`config.mk`:
```
export PLATFORM = sky130hd
export DESIGN_NAME = nvme_host_cmd_issuer_flat
export DESIGN_NICKNAME = d
export VERILOG_FILES = /design/src/rtl/nvme_host_cmd_issuer_if.sv /design/src/rtl/nvme_host_cmd_issuer.sv /design/src/flat_wrapper.sv
export SDC_FILE = /design/constraint.sdc
export NUM_CORES = 1
export LEC_CHECK = 0
export ABC_AREA = 1
export CAP_MARGIN = 25
export CORE_AREA = 2 2 142 144
export DETAILED_ROUTE_END_ITERATION = 8
export DIE_AREA = 0 0 144 146
export PLACE_DENSITY_LB_ADDON = 0.08
export REMOVE_ABC_BUFFERS = 1
export SYNTH_ARGS = -nofsm -noshare
export SYNTH_HDL_FRONTEND = slang
export SYNTH_SLANG_ARGS = --single-unit
```
`constraint.sdc`:
```
create_clock -name clk -period 1.8 [get_ports clk]
set_input_delay 0.36 -clock clk [delete_from_list [all_inputs] [get_ports clk]]
set_output_delay 0.36 -clock clk [all_outputs]
set_load 0.02 [all_outputs]
```
`src/rtl/nvme_host_cmd_issuer_if.sv`:
```
`default_nettype none
// ============================================================================
// Module      : nvme_host_cmd_issuer_if
// Description : This interface bundles the host request channel, the PCIe
//               command and response beats, and the completion channel of
//               the NVMe host command issuer.
//               The slave modport is the issuer's own view. The master
//               modport is the environment's view: host logic plus the
//               controller.
//               With NVME_HOST_CMD_STATS_EN defined, the interface also
//               carries the statistics counters.
// Revision    : 1.0 - initial release
// ============================================================================
interface nvme_host_cmd_issuer_if;
    logic         req_valid;
    logic         req_ready;
    logic         req_write;
    logic [31:0]  req_addr;
    logic [31:0]  req_wdata;
    logic [127:0] pcie_cmd_data;
    logic         pcie_cmd_valid;
    logic [127:0] pcie_rsp_data;
    logic         pcie_rsp_valid;
    logic         rsp_valid;
    logic [31:0]  rsp_rdata;
    logic         rsp_error;
    logic         busy;
`ifdef NVME_HOST_CMD_STATS_EN
    logic [15:0]  stat_cmd_count;
    logic [15:0]  stat_timeout_count;
`endif

    modport slave (
        input  req_valid, req_write, req_addr, req_wdata, pcie_rsp_data, pcie_rsp_valid,
        output req_ready, pcie_cmd_data, pcie_cmd_valid, rsp_valid, rsp_rdata, rsp_error, busy
`ifdef NVME_HOST_CMD_STATS_EN
        , output stat_cmd_count, stat_timeout_count
`endif
    );

    modport master (
        output req_valid, req_write, req_addr, req_wdata, pcie_rsp_data, pcie_rsp_valid,
        input  req_ready, pcie_cmd_data, pcie_cmd_valid, rsp_valid, rsp_rdata, rsp_error, busy
`ifdef NVME_HOST_CMD_STATS_EN
        , input stat_cmd_count, stat_timeout_count
`endif
    );
endinterface
`default_nettype wire

```
`src/rtl/nvme_host_cmd_issuer.sv`:
```
`default_nettype none
// ============================================================================
// Module      : nvme_host_cmd_issuer
// Description : This block is a single-outstanding NVMe host initiator.
//               - It formats each accepted request into one 128-bit command
//                 beat.
//               - For reads, it waits for the response beat or for a
//                 timeout.
//               - It then reports one completion pulse.
//               Optional macro NVME_HOST_CMD_STATS_EN adds saturating counters
//               for issued commands and read timeouts.
// Revision    : 1.0 - initial release
// ============================================================================
module nvme_host_cmd_issuer #(
    parameter int TIMEOUT_CYCLES = 64
) (
    input  logic                   clk,
    input  logic                   rst,
    nvme_host_cmd_issuer_if.slave  bus
);

    localparam logic [7:0]  c_opc_read     = 8'h01;
    localparam logic [7:0]  c_opc_write    = 8'h02;
    localparam logic [15:0] c_timeout_last = 16'(TIMEOUT_CYCLES - 1);

    typedef enum logic [1:0] {
        ST_IDLE  = 2'd0,
        ST_ISSUE = 2'd1,
        ST_WAIT  = 2'd2,
        ST_RESP  = 2'd3
    } state_t;

    state_t         r_state;
    logic           r_write;
    logic [15:0]    r_wait_cnt;
    logic           r_req_ready;
    logic           r_busy;
    logic           r_cmd_valid;
    logic [127:0]   r_cmd_data;
    logic           r_rsp_valid;
    logic [31:0]    r_rsp_rdata;
    logic           r_rsp_error;

    logic           w_timeout;
    logic           w_unused_rsp_bits;

    // Only the read-data lane of the response beat carries meaning here.
    assign w_unused_rsp_bits = ^bus.pcie_rsp_data[95:0];

    // Final WAIT cycle with no response; a response in that cycle takes priority.
    assign w_timeout = (r_state == ST_WAIT) && !bus.pcie_rsp_valid &&
                       (r_wait_cnt == c_timeout_last);

    // Request FSM; every output is registered alongside the state.
    always_ff @(posedge clk) begin
        if (rst) begin
            r_state     <= ST_IDLE;
            r_write     <= 1'b0;
            r_wait_cnt  <= 16'd0;
            r_req_ready <= 1'b1;
            r_busy      <= 1'b0;
            r_cmd_valid <= 1'b0;
            r_cmd_data  <= '0;
            r_rsp_valid <= 1'b0;
            r_rsp_rdata <= 32'd0;
            r_rsp_error <= 1'b0;
        end else begin
            case (r_state)
                ST_IDLE: begin
                    if (bus.req_valid) begin
                        r_write     <= bus.req_write;
                        r_cmd_valid <= 1'b1;
                        r_cmd_data  <= {bus.req_write ? bus.req_wdata : 32'h0,
                                        32'h0,
                                        bus.req_addr,
                                        24'h0,
                                        bus.req_write ? c_opc_write : c_opc_read};
                        r_req_ready <= 1'b0;
                        r_busy      <= 1'b1;
                        r_state     <= ST_ISSUE;
                    end
                end
                ST_ISSUE: begin
                    r_cmd_valid <= 1'b0;
                    r_cmd_data  <= '0;
                    if (r_write) begin
                        // Writes are posted: complete without a response.
                        r_rsp_valid <= 1'b1;
                        r_rsp_rdata <= 32'd0;
                        r_rsp_error <= 1'b0;
                        r_state     <= ST_RESP;
                    end else if (bus.pcie_rsp_valid) begin
                        r_rsp_valid <= 1'b1;
                        r_rsp_rdata <= bus.pcie_rsp_data[127:96];
                        r_rsp_error <= 1'b0;
                        r_state     <= ST_RESP;
                    end else begin
                        r_wait_cnt  <= 16'd0;
                        r_state     <= ST_WAIT;
                    end
                end
                ST_WAIT: begin
                    if (bus.pcie_rsp_valid) begin
                        r_rsp_valid <= 1'b1;
                        r_rsp_rdata <= bus.pcie_rsp_data[127:96];
                        r_rsp_error <= 1'b0;
                        r_state     <= ST_RESP;
                    end else if (w_timeout) begin
                        r_rsp_valid <= 1'b1;
                        r_rsp_rdata <= 32'd0;
                        r_rsp_error <= 1'b1;
                        r_state     <= ST_RESP;
                    end else begin
                        r_wait_cnt  <= r_wait_cnt + 16'd1;
                    end
                end
                ST_RESP: begin
                    r_rsp_valid <= 1'b0;
                    r_rsp_rdata <= 32'd0;
                    r_rsp_error <= 1'b0;
                    r_req_ready <= 1'b1;
                    r_busy      <= 1'b0;
                    r_state     <= ST_IDLE;
                end
                default: begin
                    r_state     <= ST_IDLE;
                end
            endcase
        end
    end

    assign bus.req_ready      = r_req_ready;
    assign bus.busy           = r_busy;
    assign bus.pcie_cmd_valid = r_cmd_valid;
    assign bus.pcie_cmd_data  = r_cmd_data;
    assign bus.rsp_valid      = r_rsp_valid;
    assign bus.rsp_rdata      = r_rsp_rdata;
    assign bus.rsp_error      = r_rsp_error;

`ifdef NVME_HOST_CMD_STATS_EN
    logic [15:0] r_stat_cmd;
    logic [15:0] r_stat_timeout;

    // Saturating counts of issued command beats and read timeouts.
    always_ff @(posedge clk) begin
        if (rst) begin
            r_stat_cmd     <= 16'd0;
            r_stat_timeout <= 16'd0;
        end else begin
            if ((r_state == ST_ISSUE) && (r_stat_cmd != 16'hFFFF)) begin
                r_stat_cmd <= r_stat_cmd + 16'd1;
            end
            if (w_timeout && (r_stat_timeout != 16'hFFFF)) begin
                r_stat_timeout <= r_stat_timeout + 16'd1;
            end
        end
    end

    assign bus.stat_cmd_count     = r_stat_cmd;
    assign bus.stat_timeout_count = r_stat_timeout;
`endif

endmodule
`default_nettype wire

```
`src/flat_wrapper.sv`:
```
// flat-port wrapper written by rule: the top's interface ports become plain ports
module nvme_host_cmd_issuer_flat 
#(
    parameter int TIMEOUT_CYCLES = 64
)
  (clk, rst, bus_req_valid, bus_req_write, bus_req_addr, bus_req_wdata, bus_pcie_rsp_data, bus_pcie_rsp_valid, bus_req_ready, bus_pcie_cmd_data, bus_pcie_cmd_valid, bus_rsp_valid, bus_rsp_rdata, bus_rsp_error, bus_busy);
  nvme_host_cmd_issuer_if bus_i ();
  input  logic clk;
  input  logic rst;
  input wire logic [$bits(bus_i.req_valid)-1:0] bus_req_valid;
  input wire logic [$bits(bus_i.req_write)-1:0] bus_req_write;
  input wire logic [$bits(bus_i.req_addr)-1:0] bus_req_addr;
  input wire logic [$bits(bus_i.req_wdata)-1:0] bus_req_wdata;
  input wire logic [$bits(bus_i.pcie_rsp_data)-1:0] bus_pcie_rsp_data;
  input wire logic [$bits(bus_i.pcie_rsp_valid)-1:0] bus_pcie_rsp_valid;
  output wire logic [$bits(bus_i.req_ready)-1:0] bus_req_ready;
  output wire logic [$bits(bus_i.pcie_cmd_data)-1:0] bus_pcie_cmd_data;
  output wire logic [$bits(bus_i.pcie_cmd_valid)-1:0] bus_pcie_cmd_valid;
  output wire logic [$bits(bus_i.rsp_valid)-1:0] bus_rsp_valid;
  output wire logic [$bits(bus_i.rsp_rdata)-1:0] bus_rsp_rdata;
  output wire logic [$bits(bus_i.rsp_error)-1:0] bus_rsp_error;
  output wire logic [$bits(bus_i.busy)-1:0] bus_busy;
  assign bus_i.req_valid = bus_req_valid;
  assign bus_i.req_write = bus_req_write;
  assign bus_i.req_addr = bus_req_addr;
  assign bus_i.req_wdata = bus_req_wdata;
  assign bus_i.pcie_rsp_data = bus_pcie_rsp_data;
  assign bus_i.pcie_rsp_valid = bus_pcie_rsp_valid;
  assign bus_req_ready = bus_i.req_ready;
  assign bus_pcie_cmd_data = bus_i.pcie_cmd_data;
  assign bus_pcie_cmd_valid = bus_i.pcie_cmd_valid;
  assign bus_rsp_valid = bus_i.rsp_valid;
  assign bus_rsp_rdata = bus_i.rsp_rdata;
  assign bus_rsp_error = bus_i.rsp_error;
  assign bus_busy = bus_i.busy;
  nvme_host_cmd_issuer #(.TIMEOUT_CYCLES(TIMEOUT_CYCLES)) u_core (.clk(clk), .rst(rst), .bus(bus_i));
endmodule
```
After elaboration in Yosys (flattened, before gate mapping)
Cells that the tools add are included.
{ "totals": {"romBits": 0, "out_inout_bits": 165, "ff_bits": 184, "memories": 0, "latchBits": 0, "elab_cells": 70, "inputBits": 197, "ram_bits": 0} }
{ "classes": {"muxes": 34, "multipliers": 0, "n_reduce_logical": 14, "shifts": 0, "order_cmp": 0, "div": 0, "eq_ne": 11, "addsub": 1, "bitwise_logic": 0} }
{ "op_table": {"columns": ["operator", "count"], "rows": [
  ["one-hot mux 128 bit (2 select lines)", 1],
  ["two-way mux 32 bit", 5],
  ["two-way mux 128 bit", 1],
  ["one-hot mux 32 bit (3 select lines)", 1],
  ["two-way mux 16 bit", 4],
  ["one-hot mux 16 bit (2 select lines)", 1],
  ["adder 16 x 1 -> 16 bit (second input constant)", 1],
  ["equality test 16 x 6 -> 1 bit (second input constant)", 1],
  ["two-way mux 1 bit", 10],
  ["two-way mux 2 bit", 5],
  ["inequality test 2 bit (second input constant)", 5],
  ["one-hot mux 2 bit (4 select lines)", 1],
  ["AND reduction 2 bit", 4],
  ["inequality test 3 x 2 -> 1 bit (second input constant)", 2],
  ["one-hot mux 1 bit (2 select lines)", 3],
  ["one-hot mux 1 bit (3 select lines)", 2],
  ["nonzero test 2 bit", 3],
  ["AND reduction 5 bit", 1],
  ["equality test 2 bit (second input constant)", 2],
  ["AND reduction 3 bit", 1],
  ["nonzero test 3 bit", 1],
  ["equality test 2 x 1 -> 1 bit (second input constant)", 1],
  ["logical AND 1 bit", 2],
  ["zero test 2 bit", 1],
  ["zero test 1 bit", 1]
]} }

Logic depth before layout (Yosys ltp)
Gate-level depths: netlist (run 1).
{ "depth": {"depth_word": 6, "depth_mapped": 12, "mapped_depth_nobuf": 11} }

Worst setup path after synthesis (run 1)
No wires, ideal clock.
{ "synth_timing": {"path_type": "register -> register", "start": "register u_core.r_state[0]", "end": "register u_core.r_rsp_rdata[0] (netlist: u_core.bus.rsp_rdata[0])", "path_slack_ps": 109, "path_stages_with_launch": 12, "arrival_ps": 1559, "synth_period_minus_slack_ps": 1691, "n_path_buf": 3, "setup_time_ps": 132, "required_time_ps": 1668, "path_cell_list": "dfxtp_1 -> inv_1 -> ha_1 -> buf_2 -> nand2_1 -> inv_1 -> a21boi_4 -> buf_6 -> buf_6 -> nand2_2 -> o21ai_2 -> nor2_2"} }
{ "synth_between": {"elab_chain_len": 5, "word_cells_on_any_way": 10, "cone_classes": "eq/ne: 5; mux: 1; reduce/logical: 4"} }
{ "synth_lines": {"columns": ["element", "line", "text"], "rows": [
  ["start, declared", "nvme_host_cmd_issuer.sv:33", "state_t r_state;"],
  ["start signal, assigned", "nvme_host_cmd_issuer.sv:57", "r_state <= ST_IDLE;"],
  ["start signal, assigned", "nvme_host_cmd_issuer.sv:80", "r_state <= ST_ISSUE;"],
  ["start signal, assigned", "nvme_host_cmd_issuer.sv:91", "r_state <= ST_RESP;"],
  ["equality test 2 bit", "nvme_host_cmd_issuer.sv:51, nvme_host_cmd_issuer.sv:68", null],
  ["logical AND 1 bit (2 in a row)", "nvme_host_cmd_issuer.sv:51", "assign w_timeout = (r_state == ST_WAIT) && !bus.pcie_rsp_valid &&"],
  ["inequality test 3 x 2 -> 1 bit (no source line)", null, null],
  ["AND reduction 3 bit (no source line)", null, null],
  ["end signal, assigned", "nvme_host_cmd_issuer.sv:94", "r_rsp_rdata <= bus.pcie_rsp_data[127:96];"],
  ["end signal, assigned", "nvme_host_cmd_issuer.sv:105", "r_rsp_rdata <= bus.pcie_rsp_data[127:96];"],
  ["end, declared", "nvme_host_cmd_issuer.sv:41", "logic [31:0] r_rsp_rdata;"]
]} }
Parallel ways exist; a longest one is shown, timed or not.
A chain may end at the register's enable or synchronous reset.

Worst setup path in the final report (run 1)
{ "layout_timing": {"start": "register u_core.r_rsp_rdata[2] (netlist: u_core.bus.rsp_rdata[2])", "end": "output port bus_rsp_rdata[2]"} }
{ "layout_rtl": {"columns": ["element", "line", "text"], "rows": [
  ["end, declared", "flat_wrapper.sv:20", "output wire logic [$bits(bus_i.rsp_rdata)-1:0] bus_rsp_rdata;"]
]} }
No word-level cell between the ends.

==> results of run 1 <==
## power groups by stage
stage	Combinational (uW)	Sequential, uW	Clock (uW)
5_1_grt	7170	3640	3970
3_5_place_dp	6140	3620	0
6_report	6530	3570	3770
4_1_cts	6150	3570	3880
2_1_floorplan	2620	4210	0
3_3_place_gp	6160	3610	0
## what timing repair did
| item | in CTS | in global routing |
|---|---|---|
| hold buffers | 0 | 0 |
| cloned | 0 | 3 |
| setup endpoints to repair | 3 | 84 |
| resized for setup | 3 | 15 |
| setup buffers | 0 | 4 |
| pin swaps | 0 | 3 |
## per-stage QoR
stage | utilization | std cells | hold slack [ns]
2_1_floorplan | - | 709 | 0.4269
6_report | 0.4512 | 1249 | 0.3010
4_1_cts | 0.4432 | 1242 | 0.2791
5_1_grt | 0.4512 | 1249 | 0.3274
3_3_place_gp | 0.4104 | 1213 | 0.4458
3_5_place_dp | 0.4104 | 1213 | 0.4513
## cell usage after synthesis
cell type,number
or2_2,2
buf_2,11
nor2_2,13
conb_1,1
xnor2_1,1
ha_1,6
clkbuf_1,23
inv_1,31
clkinv_1,1
nand2_2,12
buf_1,9
o21ai_2,12
a21oi_1,77
a21boi_4,1
nand3_1,47
nand3_2,2
o21a_1,1
dfxtp_1,122
nand2_1,172
buf_4,63
o21ai_0,12
o21bai_1,2
nand4_1,36
inv_2,1
nor2_1,71
buf_6,6
o211ai_1,1
nor3_1,3
o21ai_1,21
## sequential cells by signal (all words and copies together), names as in the netlist
name	count
u_core.bus.rsp_error	1
u_core.r_write	1
u_core.bus.req_ready	1
u_core.r_state	2
u_core.bus.rsp_rdata	32
u_core.bus.pcie_cmd_valid	1
u_core.bus.rsp_valid	1
u_core.bus.pcie_cmd_data	66
u_core.bus.busy	1
u_core.r_wait_cnt	16
## per-layer routing
| layer | track usage | share of wire | vias to the layer above |
|---|---|---|---|
| met5 | 0 | 0 | - |
| met4 | 0.04902 | 0.012 | 0 |
| met3 | 0.08523 | 0.11 | 16 |
| met2 | 0.2381 | 0.42 | 194 |
| met1 | 0.2123 | 0.46 | 2375 |
| li1 | - | - | 2783 |
## area by class of cell
cell class	count	area, um^2	share of cell area
Multi-Input combinational cell	554	2614	0.2996
Timing Repair Buffer	246	2574	0.2950
Sequential cell	122	2444	0.2801
Clock buffer	21	470.5	0.05392
Tap cell	265	331.6	0.03800
Clock inverter	8	167.7	0.01922
Inverter	33	123.9	0.01420
## logic make-up after synthesis
group	after synthesis	synth area share
buffers and inverters	145	0.1486
AND/OR/NAND/NOR	358	0.2790
XOR/XNOR	1	0.001550
AO/OA/AOI/OAI	127	0.1247
other	1	0.0006637
flip-flops	122	0.4322
adder cells (fa/ha/maj)	6	0.01329
## worst max path at each step
stage                                             end  slack (ns)  cells after the start
after floorplan           u_core.bus.pcie_cmd_data[0]       -1.31                      7
after global placement        u_core.bus.rsp_rdata[7]       -0.20                      8
after detailed placement     u_core.bus.rsp_rdata[28]       -0.24                      8
after CTS                           bus_rsp_rdata[27]     0.00009                      1
after global routing             u_core.r_wait_cnt[8]       -0.02                     10
final                                bus_rsp_rdata[2]        0.05                      1
==> summary by stage, run 1 <==
Status
The run finished with clean final reports.

Route
For this block, the initial DRC count from the detailed router was 219. The average routed wire per standard cell is 14.11 um. The number of vias per cell is 4.298. Detailed routing inserted a total of 5368 vias. The number of optimization iterations in the first detailed-route pass is 5.

For this run, design rule violations remaining after detail routing come to 0. The final wirelength is 17620 um. Once detail routing completed, the nets flagged for antenna violations numbered 0.

Clock tree
The clock passes through at most 2 buffers. TritonCTS built the clock tree. The clock latency at the later pin of the worst-skew pair is 0.42 ns. The maximum level of the CTS H-tree is 4. Clock tree synthesis selected as its root buffer the cell clkbuf_16. The number of buffers inserted during clock tree synthesis is 17.

The count of clock tree sinks is 122. The clock transition at the registers of the reported paths is 0.06 ns.

Global routing
The via count of the first global-routing pass is 5070. The total congestion overflow is 0. The maximum number of pins on one net before global-route repair is 109.

The global-route wire length before repair is 27150 um. Across every metal layer, demand over resource in global routing totals 0.1645. The initial antenna violation count is 0.

Cells and area
The library cells used most frequently in the layout, excluding fill and tap cells, are 190 x clkdlybuf4s50_1, 172 x nand2_1, 121 x dfxtp_1, 76 x a21oi_1, 70 x nor2_1. In the final design database the tool counted 1177 nets. 0 antenna diodes ended up in the layout. The final instance area is 8725 um^2. The commonest non-fill, non-tap cell in the layout is clkdlybuf4s50_1.

The fraction of layout instances using a drive strength above 1 is 0.1250. Compared with the post-synthesis result, the final layout area differs by 54.41%. The layout filler cell count is 1985.

Logic synthesis
After technology mapping, the gate count stands at 760. The average instance area after synthesis is 7.435 um^2. Of all cell types, the one taking the most synthesized area is dfxtp_1.

The fraction of the yosys area taken by sequential cells is 0.4322. Yosys printed 0 warnings. After synthesis, the cell types taking the most area are dfxtp_1 43%, nand2_1 11%, buf_4 8.4%, a21oi_1 6.8%, nor2_1 4.7%.

Of the post-synthesis cell area, the dominant cell type holds 0.4322. The count of unique library cells instantiated by Yosys is 29. The register bit count reported by yosys is 122. The post-synthesis cell area is 5650 um^2.

Floorplanning
The area of the placeable core is 19330 um^2. The floorplan step set the die width to 144 um. The die covers 21020 um^2. The number of standard-cell rows in the floorplan is 51.

The vertical extent of the die is 146 um. The count of boundary I/O pins is 362. The initial utilization of the core area, before any placement, comes to 0.2922.

STA
The max-slew violation count was 0. The final clock skew is 0.01197 ns. Setup violations remaining at the end of the flow were counted as 0. Measured against its own limit, the worst slew margin works out to 0.6460. The clock period could shrink to 1.754 ns.

The total count of hold-check failures in the final report is 0. Once routing completed, OpenROAD measured the worst setup slack at 0.04550 ns. Setup repair after global routing could not meet its margin everywhere.

For the final routed database, the setup TNS stands at 0 ns. The slew at the pin closest to its max-slew limit is 0.5310 ns. The share of the clock period used by the worst path after layout is 0.9747.

The highest clock rate is 0.5700 GHz.

Placement
The worst slack at placement is -0.2427 ns. At the end of routability-driven placement, the weighted congestion stood at 0.7432. The port buffer count is 203. The instance area after placement is 7935 um^2.

The HPWL after detailed placement is 11940 um.

Critical path
Along the worst path, the maximum fanout reaches 2. The worst register-to-register path begins at u_core.r_wait_cnt[1]. The critical path required time is 1.44 ns. The endpoint identified for the worst register-to-register timing path is u_core.bus.rsp_rdata[17]. The element type at the critical path end is a primary output.

By startpoint and endpoint, the worst setup path is classified as flip-flop to primary output. For flop-to-flop paths, the worst setup slack is 0.12 ns. The data arrival time of the critical path is 1.39 ns.

Together, buffers and inverters on the worst path number 1. For the worst flop-to-flop path, the logic depth is 10. The cell family contributing the most delay on the critical path is buffers and inverters. In this run the worst setup path begins at u_core.bus.rsp_rdata[2]. The slowest library cell on the worst path is clkdlybuf4s50_1. The critical path launch point type is a flip-flop.

The stage delay of the slowest cell on the critical path is 0.62 ns. Walking the worst path, the cells encountered are clkdlybuf4s50_1.

Power and ir drop
Total power for the finished layout comes to 13870 uW. The cell-internal power is 8708 uW. The static power due to leakage is 0.003576 uW.

The maximum ir drop on the vdd rail is 0.8542 mV. The ratio of total power to cell area is 1589 nW/um^2. Of the total power, combinational logic draws 0.471. Of the total power, the share spent switching nets is 0.3719. In this run the power spent charging and discharging nets is 5157 uW. The relative contribution of sequential cells to total power is 0.257. The share of total power dissipated in the clock network is 0.272.

Min path
The cell depth of the worst hold path is 4. The tightest min-delay check is of the input port to flip-flop type. The end point of the worst hold path is u_core.r_wait_cnt[0]. The worst hold path begins at rst.

Flow run
Max-cap violations in this run came to 0.
(Power assumes the default switching activity.)
==> run 2: changes to the inputs <==
==> constraint.sdc (replaced) <==
create_clock -name clk -period 1.8 [get_ports clk]
set_input_delay 0.36 -clock clk [delete_from_list [all_inputs] [get_ports clk]]
set_output_delay 0.36 -clock clk [all_outputs]
set_load 0.1 [all_outputs]
==> summary by stage, run 2 (same netlist as run 1, synthesis figures left out) <==
STA
The total count of hold-check failures in the final report is 0 (unchanged). Setup repair after global routing missed its margin: true (unchanged). The share of the clock period used by the worst path after layout came to 0.9388 (was 0.9747). The worst-case headroom to the max-slew limit was 0.5645 (was 0.6460). The final clock skew is 0.01068 ns (was 0.01197 ns).

The sum of negative setup slack is 0 ns (unchanged). The max-slew violation count came to 0 (unchanged). The highest clock rate was 0.5917 GHz (was 0.5700 GHz).

The slew at the pin closest to its max-slew limit came to 0.6532 ns (was 0.5310 ns). The number of endpoints failing setup at the final stage came to 0 (unchanged). The post-layout minimum cycle time came to 1.690 ns (was 1.754 ns).

Clock tree
The maximum level of the CTS H-tree came to 4 (unchanged). The deepest clock path buffer count is 2 (unchanged). The number of buffers inserted during clock tree synthesis is 17 (unchanged). The count of hold buffers inserted by post-cts repair was 0 (unchanged). The CTS root buffer is clkbuf_16 (unchanged). The count of clock tree sinks is 122 (unchanged). The clock tree from TritonCTS is done (unchanged). The clock latency at the later pin of the worst-skew pair is 0.42 ns (about the same).

The clock transition at the registers of the reported paths came to 0.06 ns (about the same).

Power and ir drop
The relative contribution of sequential cells to total power is 0.214 (was 0.257). The maximum ir drop on the vdd rail came to 0.8707 mV (was 0.8542 mV). The ratio of total power to cell area is 1869 nW/um^2 (was 1589 nW/um^2).

The static power due to leakage is 0.003820 uW (was 0.003576 uW). The total net switching power came to 8978 uW (was 5157 uW). The clock group share of total power is 0.180 (was 0.272). The cell-internal power is 8967 uW (was 8708 uW).

The power share of the combinational group came to 0.607 (was 0.471). The total design power is 17940 uW (was 13870 uW). The switching share of power is 0.5003 (was 0.3719).

Floorplanning
The effective utilization at floorplan was 0.2922 (unchanged). The overall die width came to 144 um (unchanged). The area of the placeable core is 19330 um^2 (unchanged). The number of standard-cell rows in the floorplan is 51 (unchanged). The vertical extent of the die came to 146 um (unchanged). The die area is 21020 um^2 (unchanged).

The count of boundary I/O pins was 362 (unchanged).

Cells and area
The number of flip-flops under the largest register name is 66 (unchanged). The commonest non-fill, non-tap cell in the layout was nand2_1 (was clkdlybuf4s50_1). The final net count was 1171 (was 1177). The signed area change from the synthesized netlist to the final layout came to 69.91% (was 54.41%).

The number of inserted diodes came to 0 (unchanged). The fraction of layout instances using a drive strength above 1 came to 0.2304 (was 0.1250). Commonest cells after routing, fill and taps aside: 172 x nand2_1, 121 x dfxtp_1, 114 x buf_12, 99 x clkdlybuf4s50_1, 76 x a21oi_1 (was 190 x clkdlybuf4s50_1, 172 x nand2_1, 121 x dfxtp_1, 76 x a21oi_1, 70 x nor2_1). The final instance area was 9600 um^2 (was 8725 um^2).

Route
The number of optimization iterations in the first detailed-route pass is 4 (was 5). The post-route DRC violation count is 0 (unchanged). The final wirelength is 17920 um (was 17620 um). The average routed wire per standard cell is 14.38 um (was 14.11 um). The first-iteration detailed-routing DRC count is 200 (was 219). The number of nets with antenna violations after routing was 0 (unchanged). The routed via count is 5445 (was 5368).

The number of vias per cell was 4.370 (was 4.298).

Critical path
The critical path required time came to 2.15 ns (was 1.44 ns). The launch instance of the worst register-to-register path is u_core.r_wait_cnt[0] (was u_core.r_wait_cnt[1]). The worst-case reg-to-reg path depth is 9 (was 10). The critical path class is flip-flop to flip-flop (was flip-flop to primary output). The slack of the worst reg-to-reg path is 0.11 ns (was 0.12 ns). The data arrival time of the critical path came to 2.04 ns (was 1.39 ns). The element type at the critical path end is a flip-flop (was primary output).

The critical path launch point type is a flip-flop (unchanged). The maximum fanout along the worst path is 19 (was 2). The critical register-to-register path endpoint was u_core.bus.rsp_rdata[22] (was u_core.bus.rsp_rdata[17]).

Min path
The worst hold-check path type is input port to flip-flop (unchanged). The cell depth of the worst hold path is 4 (unchanged). The end point of the worst hold path is u_core.bus.rsp_valid (was u_core.r_wait_cnt[0]). The start point of the worst hold path is rst (unchanged).

Global routing
The total congestion overflow is 0 (unchanged). The initial antenna violation count was 0 (unchanged). The via count of the first global-routing pass is 5179 (was 5070). The global-route wire length before repair was 27790 um (was 27150 um). The maximum number of pins on one net before global-route repair is 59 (was 109). The combined global-route utilization of all metal layers is 0.1699 (was 0.1645).

Status
Run status: completed (unchanged).

Placement
The instance area after placement is 8931 um^2 (was 7935 um^2). The detailed-placement wirelength estimate came to 12560 um (was 11940 um). The final weighted congestion in routability-driven placement is 0.7707 (was 0.7432).

The port buffer count is 203 (unchanged).

Flow run
The max-cap check violation count came to 0 (unchanged).
==> run 2: area by class of cell <==
class	count	area [um^2]
fill	1898	9734
timing repair buffer	240	3518
multi-input combinational	554	2626
sequential	122	2444
clock buffer	18	429.2
tap	265	331.6
inverter	33	126.4
clock inverter	14	125.1
==> run 2: power groups by stage <==
stage	clock (uW)	combinational, uW	sequential, uW
finish	3220	10900	3830
global placement	0	10600	3870
CTS	3310	10600	3840
detailed placement	0	10600	3890
global route	3450	11500	3910
floorplan	0	3080	7180
==> run 2: worst max-delay path by stage <==
stage | startpoint | endpoint | slack [ns] | cells after the start
floorplan | u_core.r_state[1] | u_core.bus.pcie_cmd_data[0] | -1.31 | 7
global placement | bus_pcie_rsp_valid | u_core.bus.rsp_rdata[28] | -0.19 | 8
detailed placement | bus_pcie_rsp_valid | u_core.bus.rsp_rdata[28] | -0.20 | 8
CTS | u_core.r_state[0] | u_core.bus.rsp_rdata[28] | 0.004 | 9
global route | u_core.r_wait_cnt[0] | u_core.bus.rsp_rdata[26] | -0.003 | 9
finish | u_core.r_wait_cnt[0] | u_core.bus.rsp_rdata[22] | 0.11 | 9
==> run 2: repair_timing <==
item | in CTS | in global routing
endpoints found under the setup margin | 0 | 95
buffers inserted | 0 | 2
resized for setup | 0 | 17
hold endpoints to repair | 0 | 0
==> run 2: critical path, stage by stage (launching register included) <==
cell,delay (ns)
dfxtp_1,0.33
ha_2,0.21
nand3_2,0.12
nor2_4,0.13
nand2_2,0.09
a21boi_4,0.24
buf_4,0.17
clkbuf_16,0.18
o21ai_1,0.07
nor2_1,0.09
==> run 2: stage by stage <==
| step | hold slack [ns] | std cells | worst slack [ns] | utilization |
|---|---|---|---|---|
| 3_3_place_gp | 0.4821 | 1210 | -0.1915 | 0.4619 |
| 6_report | 0.3006 | 1246 | 0.1101 | 0.4965 |
| 3_5_place_dp | 0.4834 | 1210 | -0.2048 | 0.4619 |
| 5_1_grt | 0.3154 | 1246 | -0.002537 | 0.4965 |
| 4_1_cts | 0.2794 | 1242 | 0.004226 | 0.4906 |
| 2_1_floorplan | 0.4269 | 709 | -1.307 | - |
==> run 2: per-layer routing <==
layer | GRT usage | wire [um] | vias to the layer above
met2 | 0.2481 | 7856 | 193
met1 | 0.2135 | 7884 | 2460
met4 | 0.04706 | 151 | 0
met5 | 0 | 0 | -
met3 | 0.09707 | 2029 | 11
li1 | - | - | 2781
